--- src/rtl/spmv_fp16_pkg.sv ---
// Shared FP16 constants, operand classification and classifier helper for
// the SpMV multiply and add pipelines.
package spmv_fp16_pkg;

    localparam int FP16_BIAS  = 15;
    localparam int FP16_EXP_W = 5;
    localparam int FP16_MAN_W = 10;

    localparam logic [15:0] FP16_QNAN = 16'h7E00;

    typedef enum logic [1:0] {
        ZERO = 2'd0,
        NORM = 2'd1,
        INF  = 2'd2,
        NAN  = 2'd3
    } fp16_class_e;

    // Subnormals are treated as zero throughout the datapath.
    function automatic fp16_class_e fp16_classify(input logic [15:0] v);
        logic [FP16_EXP_W-1:0] e;
        logic [FP16_MAN_W-1:0] m;
        e = v[14:10];
        m = v[9:0];
        if (e == '0)
            return ZERO;
        else if (e == '1)
            return (m == '0) ? INF : NAN;
        else
            return NORM;
    endfunction

endpackage

--- src/rtl/spmv_fp16_round_pack.sv ---
// Combinational normalize / round / pack of a raw 11x11 mantissa product.
// Rounding: round-to-nearest-even when SPMV_MUL_RNE_EN is defined,
// truncation (round toward zero) otherwise. Output is flush-to-zero.
import spmv_fp16_pkg::*;

module spmv_fp16_round_pack (
    input  logic              sign_i,
    input  logic              nan_any_i,
    input  logic              inf_any_i,
    input  logic              zero_any_i,
    input  logic signed [6:0] exp_i,
    input  logic [21:0]       prod_i,
    output logic [15:0]       result_o
);

    logic                  norm_shift;
    logic [FP16_MAN_W-1:0] mant_n;
    logic signed [6:0]     exp_n;
    logic                  round_up;
    logic [FP16_MAN_W:0]   mant_r;
    logic signed [6:0]     exp_f;

`ifdef SPMV_MUL_RNE_EN
    logic guard;
    logic sticky;

    // Guard is the first discarded bit, sticky the OR of everything below it.
    always_comb begin
        guard    = norm_shift ? prod_i[10] : prod_i[9];
        sticky   = norm_shift ? (|prod_i[9:0]) : (|prod_i[8:0]);
        round_up = guard & (sticky | mant_n[0]);
    end
`else
    logic unused_lsb;
    assign unused_lsb = ^prod_i[9:0];

    // Truncation never rounds up.
    always_comb begin
        round_up = 1'b0;
    end
`endif

    // Normalize the product into [1,2), round, and absorb a rounding carry.
    always_comb begin
        norm_shift = prod_i[21];
        mant_n     = norm_shift ? prod_i[20:11] : prod_i[19:10];
        exp_n      = exp_i + (norm_shift ? 7'sd1 : 7'sd0);
        mant_r     = {1'b0, mant_n} + {{FP16_MAN_W{1'b0}}, round_up};
        // On carry-out the fraction field is already all zeros.
        exp_f      = exp_n + (mant_r[FP16_MAN_W] ? 7'sd1 : 7'sd0);
    end

    // Special cases take priority over the numeric result.
    always_comb begin
        if (nan_any_i || (inf_any_i && zero_any_i))
            result_o = FP16_QNAN;
        else if (inf_any_i)
            result_o = {sign_i, 5'h1F, 10'h000};
        else if (zero_any_i)
            result_o = {sign_i, 15'h0000};
        else if (exp_f >= 7'sd31)
            result_o = {sign_i, 5'h1F, 10'h000};
        else if (exp_f <= 7'sd0)
            result_o = {sign_i, 15'h0000};
        else
            result_o = {sign_i, exp_f[FP16_EXP_W-1:0], mant_r[FP16_MAN_W-1:0]};
    end

endmodule

--- src/rtl/spmv_fp16_mul_pipe.sv ---
// Three-stage FP16 multiplier feeding the SpMV accumulator.
// S1 unpack/classify, S2 mantissa multiply, S3 normalize/round/pack.
// All stages advance together (no bubble collapsing); tag rides alongside.
// Build option: SPMV_MUL_RNE_EN selects round-to-nearest-even over truncation.
import spmv_fp16_pkg::*;

module spmv_fp16_mul_pipe #(
    parameter int TAG_W = 8,
    parameter int LAT   = 3
) (
    input  logic             i_clk,
    input  logic             i_rst,
    input  logic             i_valid,
    output logic             o_ready,
    input  logic [15:0]      i_mat_val,
    input  logic [15:0]      i_vec_val,
    input  logic [TAG_W-1:0] i_tag,
    output logic             o_valid,
    input  logic             i_ready,
    output logic [15:0]      mul_result,
    output logic [TAG_W-1:0] o_tag
);

    if (LAT != 3) begin : g_lat_check
        $error("spmv_fp16_mul_pipe: LAT must be 3");
    end

    logic en;

    logic              s1_valid_q, s1_valid_d;
    logic              s1_sign_q, s1_sign_d;
    fp16_class_e       s1_cls_a_q, s1_cls_a_d;
    fp16_class_e       s1_cls_b_q, s1_cls_b_d;
    logic signed [6:0] s1_exp_q, s1_exp_d;
    logic [10:0]       s1_man_a_q, s1_man_a_d;
    logic [10:0]       s1_man_b_q, s1_man_b_d;
    logic [TAG_W-1:0]  s1_tag_q;

    logic              s2_valid_q;
    logic              s2_sign_q;
    fp16_class_e       s2_cls_a_q;
    fp16_class_e       s2_cls_b_q;
    logic signed [6:0] s2_exp_q;
    logic [21:0]       s2_prod_q, s2_prod_d;
    logic [TAG_W-1:0]  s2_tag_q;

    logic              s3_valid_q;
    logic [15:0]       s3_res_q, s3_res_d;
    logic [TAG_W-1:0]  s3_tag_q;

    logic nan_any, inf_any, zero_any;

    assign en         = !s3_valid_q || i_ready;
    assign o_ready    = en;
    assign o_valid    = s3_valid_q;
    assign mul_result = s3_res_q;
    assign o_tag      = s3_tag_q;

    // S1: sign, operand classes, biased exponent sum and hidden-bit mantissas.
    always_comb begin
        s1_valid_d = i_valid;
        s1_sign_d  = i_mat_val[15] ^ i_vec_val[15];
        s1_cls_a_d = fp16_classify(i_mat_val);
        s1_cls_b_d = fp16_classify(i_vec_val);
        s1_exp_d   = 7'({2'b00, i_mat_val[14:10]}) + 7'({2'b00, i_vec_val[14:10]})
                   - 7'(FP16_BIAS);
        s1_man_a_d = {1'b1, i_mat_val[9:0]};
        s1_man_b_d = {1'b1, i_vec_val[9:0]};
    end

    // S2: full-width mantissa product; special flags for S3 derived from S2 classes.
    always_comb begin
        s2_prod_d = {11'd0, s1_man_a_q} * {11'd0, s1_man_b_q};
        nan_any   = (s2_cls_a_q == NAN)  || (s2_cls_b_q == NAN);
        inf_any   = (s2_cls_a_q == INF)  || (s2_cls_b_q == INF);
        zero_any  = (s2_cls_a_q == ZERO) || (s2_cls_b_q == ZERO);
    end

    spmv_fp16_round_pack u_round_pack (
        .sign_i     (s2_sign_q),
        .nan_any_i  (nan_any),
        .inf_any_i  (inf_any),
        .zero_any_i (zero_any),
        .exp_i      (s2_exp_q),
        .prod_i     (s2_prod_q),
        .result_o   (s3_res_d)
    );

    // Pipeline registers: flushed by reset, all stages move on en together.
    always_ff @(posedge i_clk or posedge i_rst) begin
        if (i_rst) begin
            s1_valid_q <= 1'b0;
            s1_sign_q  <= 1'b0;
            s1_cls_a_q <= ZERO;
            s1_cls_b_q <= ZERO;
            s1_exp_q   <= '0;
            s1_man_a_q <= '0;
            s1_man_b_q <= '0;
            s1_tag_q   <= '0;
            s2_valid_q <= 1'b0;
            s2_sign_q  <= 1'b0;
            s2_cls_a_q <= ZERO;
            s2_cls_b_q <= ZERO;
            s2_exp_q   <= '0;
            s2_prod_q  <= '0;
            s2_tag_q   <= '0;
            s3_valid_q <= 1'b0;
            s3_res_q   <= '0;
            s3_tag_q   <= '0;
        end else if (en) begin
            s1_valid_q <= s1_valid_d;
            s1_sign_q  <= s1_sign_d;
            s1_cls_a_q <= s1_cls_a_d;
            s1_cls_b_q <= s1_cls_b_d;
            s1_exp_q   <= s1_exp_d;
            s1_man_a_q <= s1_man_a_d;
            s1_man_b_q <= s1_man_b_d;
            s1_tag_q   <= i_tag;
            s2_valid_q <= s1_valid_q;
            s2_sign_q  <= s1_sign_q;
            s2_cls_a_q <= s1_cls_a_q;
            s2_cls_b_q <= s1_cls_b_q;
            s2_exp_q   <= s1_exp_q;
            s2_prod_q  <= s2_prod_d;
            s2_tag_q   <= s1_tag_q;
            s3_valid_q <= s2_valid_q;
            s3_res_q   <= s3_res_d;
            s3_tag_q   <= s2_tag_q;
        end
    end

endmodule

--- config.mk ---
export PLATFORM = sky130hd
export DESIGN_NAME = spmv_fp16_mul_pipe
export DESIGN_NICKNAME = d
export VERILOG_FILES = /design/src/rtl/spmv_fp16_pkg.sv /design/src/rtl/spmv_fp16_round_pack.sv /design/src/rtl/spmv_fp16_mul_pipe.sv
export SDC_FILE = /design/constraint.sdc
export NUM_CORES = 1
export LEC_CHECK = 0
export ABC_CLOCK_PERIOD_IN_PS = 9000
export BUFFER_PORTS_ARGS = -buffer_cell sky130_fd_sc_hd__buf_4
export CAP_MARGIN = 0
export CORE_UTILIZATION = 60
export CTS_CLUSTER_DIAMETER = 80
export DETAILED_ROUTE_END_ITERATION = 6
export PLACE_DENSITY = 0.8
export SLEW_MARGIN = 20
export SYNTH_ARGS = -nofsm -noshare
export SYNTH_HDL_FRONTEND = slang
export SYNTH_HIERARCHICAL = 1
export SYNTH_SLANG_ARGS = --single-unit
--- constraint.sdc ---
create_clock -name i_clk -period 9 [get_ports i_clk]
set_input_delay 1.8 -clock i_clk [delete_from_list [all_inputs] [get_ports i_clk]]
set_output_delay 1.8 -clock i_clk [all_outputs]
set_load 0.02 [all_outputs]
-- Yosys cells after proc, flatten, opt, wreduce, memory -nomap -nowiden
Cells that the tools add are included.
- add/subtract/negate cells: 3
- multipliers: 1
- magnitude comparators: 2
- equal/unequal tests: 6
- mux-type cells: 13
- bitwise gates (word level): 1
- reduce and logical (&&, ||, !) cells: 13
- operators by type and width (cell ; count):
    $mux 15 ; 4
    $mul 11x11->22 ; 1
    $logic_not 10->1 ; 2
    $mux 16 ; 1
    $eq 5x5->1 const B ; 2
    $logic_not 5->1 ; 2
    $mux 10 ; 1
    $eq 2x2->1 const B ; 4
    $mux 2 ; 4
    $add 7x7->7 ; 1
    $ge 7x6->1 const B ; 1
    $le 7x1->1 const B ; 1
    $sub 6x4->7 const B ; 1
    $add 5x5->6 ; 1
    $logic_or 1x1->1 ; 5
    $logic_not 2->1 ; 2
    $mux 1 ; 3
    $logic_and 1x1->1 ; 1
    $logic_not 1->1 ; 1
    $xor 1x1->1 ; 1
- flip-flop bits (word level): 111
- bits of input ports: 44
- output and inout port bits: 26
- word-level logic and storage cells: 57

-- Depth between registers and ports, before layout
- depth after elaboration: 8
- mapped depth: 19
- depth with buffers taken out: 18

-- Hierarchy
Netlist, hierarchy kept.
- by module, submodules not included (module ; times used ; cells an instance ; area each (um^2) ; sequential area each (um^2)):
    spmv_fp16_mul_pipe ; 1 ; 978 ; 8559.5 ; 2752.6
    spmv_fp16_round_pack ; 1 ; 70 ; 630.6 ; 0.0

-- Worst setup path before layout
OpenSTA, ideal clock, no wires.
- path type: reg2reg
- start point: register s1_man_a_q[10]
- end point: register s2_prod_q[15]
- library setup time: 123 ps
- arrival time: 4775 ps
- data required time: 8877 ps
- setup slack: 4102 ps
- stages on the path, launching flop included: 17
- path buffers: 1
- clock period less this slack: 4898 ps
- path through: dfrtp_1 > clkbuf_1 > and2_1 > fa_1 > fa_1 > fa_1 > fa_1 > inv_1 > fa_1 > inv_1 > ha_1 > a21o_1 > a31o_1 > and3_1 > a211o_1 > xnor2_1 > a21oi_1
- longest elaborated chain between the ends: 1
- ends and longest elaborated chain (what ; RTL line ; source):
    start, declared ; spmv_fp16_mul_pipe.sv:35 ; logic [10:0] s1_man_a_q, s1_man_a_d;
    start signal, assigned ; spmv_fp16_mul_pipe.sv:116 ; s1_man_a_q <= s1_man_a_d;
    $mul 11x11->22 ; spmv_fp16_mul_pipe.sv:73 ; s2_prod_d = {11'd0, s1_man_a_q} * {11'd0, s1_man_b_q};
    end signal, assigned ; spmv_fp16_mul_pipe.sv:124 ; s2_prod_q <= s2_prod_d;
    end, declared ; spmv_fp16_mul_pipe.sv:44 ; logic [21:0] s2_prod_q, s2_prod_d;
No other way between the ends.
A chain may end at the register's enable or synchronous reset.

-- Worst setup path after layout
Same ends and word-level chain as after synthesis.

==> flow_summary_export.csv <==
group,metric,value,unit
grt,grt-ovfl-total,0,
sta,fmax,191.1,MHz
drt,avgViaCountPerCell,5.434,
sta,rsz0062_at_grt,"no",
hold_path,hold_class,"reg2reg",
sta,fin_crit,5.232,ns
worst_setup_path,cp_max_fo,22,
floorplanning,ioPinCount,70,
floorplanning,start_util,0.6239,
drt,drc,0,
sta,slew_viol_final,0,
grt,grt_max_degree,102,
worst_setup_path,worst_ep_arrival_time,5.43,ns
sta,tightest_slew,1.000,ns
sta,fin_crit_sh,0.5813,
floorplanning,die_area,0.01509,mm²
sta,fin_skew,0.008161,ns
clock_network,htree_levels,3,
flow_run,maxCapViolations,0,
clock_network,cts.reportedPaths.clkPinSlew,0.07,ns
clock_network,cts_tree,"yes",
layout,nets,1225,
layout,final_layout_size_suffix_gt1_frac,0.1054,
drt,dr.pass1.iters,4,
drt,drtIter0Drc,439,
sta,setup_tns,0,ns
placed_design,routabilityCongestion,0.9090,
grt,grt_pass1_vias,6340,
drt,drt_wl_total,17190,µm
sta,relSlewSlack,0.3333,
floorplanning,fp.dieH,122.8,µm
floorplanning,num_rows,43,
floorplanning,coreArea,0.01404,mm²
clock_network,cts-buffers-inserted,9,
placed_design,place_hpwl,12660,µm
synthesis,syn_area,0.008761,mm²
synthesis,synth_nets,1199,
placed_design,portBuffers,69,
clock_network,cts_hold_buf,0,
sta,hold_ws,0.4691,ns
sta,hold_viol,0,
grt,grt_first_pass_wirelength,29420,µm
layout,utilization,0.6794,
synthesis,synthCells,1003,
drt,post_drt_wl_per_cell,14.15,µm
clock_network,postCtsSetupRepairBufs,0,
clock_network,clock_latency,0.36,ns
clock_network,ctsResizeCount,0,
status,status,"finished, final reports clean",
clock_network,numClockSinks,100,
clock_network,clock_path_buffers,2,
drt,antenna_left,0,
worst_setup_path,path_class,"reg2reg",
worst_setup_path,cp-start-kind,"register",
grt,grt_antenna_before_repair,1,
sta,setup_viol,0,
worst_setup_path,crit_path_end_kind,"register",
grt,grt_usage,0.2521,
worst_setup_path,required,9.20,ns
synthesis,postSynthAreaPerCell,8.735,µm²
drt,num_vias,6602,
synthesis,yosys_warnings,6,
layout,area_growth,8.897,%
floorplanning,die_x,122.8,µm
clock_network,root_buffer,"clkbuf_16",
## area by class of cell
class,count,area (µm²)
clock inverters,6,51.30
clock buffers,10,239.0
diodes,1,2.502
fillers,1175,4502
inverters,117,442.9
multi-input cells,729,5537
repair buffers,72,540.5
flip-flops and latches,100,2502
well taps,180,225.2
## metrics by stage
stage / instance area, µm² / worst slack [ns] / std cells
3_5_place_dp: 9248 / 3.771 / 1198
4_1_cts: 9538 / 3.764 / 1214
5_1_grt: 9538 / 3.432 / 1214
6_report: 9540 / 3.768 / 1215
2_1_floorplan: 8761 / 4.102 / 1003
3_3_place_gp: 9248 / 3.848 / 1198
## path summary, 6_finish.rpt
| check | start | depth (start not counted) | to | slack (ns) |
|---|---|---|---|---|
| worst max-delay path | s1_man_a_q[10] | 15 | s2_prod_q[15] | 3.77 |
| worst min-delay path | o_tag[4] | 2 | o_tag[4] | 0.47 |
| worst max register to register | s1_man_a_q[10] | 15 | s2_prod_q[15] | 3.77 |
| worst min register to register | o_tag[4] | 2 | o_tag[4] | 0.47 |
| max in group asynchronous | i_rst | 3 | s2_cls_a_q[0] | 6.37 |
| min in group asynchronous | i_rst | 2 | o_tag[5] | 1.46 |
## metal layers
metal,vias to the layer above,share of wire,GRT usage
met1,3267,0.44,0.3441
met4,0,0.017,0.08765
met3,22,0.044,0.04229
li1,3189,-,-
met2,124,0.50,0.4066
met5,-,0,0
## placed cells by master, fill, tap and decap left out, types with 5 or more instances in the layout
cell         n
nor4_1       6
clkbuf_16    9
dfrtp_1    100
nand2_1    292
nor4b_2      8
and2_1      75
nor2_1      29
nor3_1       5
mux2i_1     12
o21ai_1      5
fa_1        81
a21o_1      10
o21ai_0     25
a21oi_1     26
nand2b_1     6
xor2_1       7
buf_4       72
xnor2_1     12
ha_1        71
inv_1      115
nand3_1     10
## state kept, by name (all words and copies together) (netlist names), 2 cells and up
| name | flops |
|---|---|
| s2_prod_q | 12 |
| mul_result | 16 |
| s2_tag_q | 8 |
| s1_exp_q | 7 |
| s1_man_b_q | 10 |
| s2_cls_a_q | 2 |
| s1_tag_q | 8 |
| s2_cls_b_q | 2 |
| s1_cls_b_q | 2 |
| s2_exp_q | 7 |
| o_tag | 8 |
| s1_man_a_q | 11 |
| s1_cls_a_q | 2 |
## critical path, cell delays in order, from the launching register on
cell and delay, ns:
dfrtp_1 0.62, and2_1 0.31, fa_1 0.51, fa_1 0.51, fa_1 0.51, fa_1 0.54, inv_1 0.05, fa_1 0.52
inv_1 0.04, ha_1 0.36, a21o_1 0.20, a31o_1 0.20, and3_1 0.20, a211o_1 0.27, xnor2_1 0.13, a21oi_1 0.08
Power is left out: the tool's default activity adds up to more than one toggle a clock period on the data nets, which glitch-free logic cannot reach.
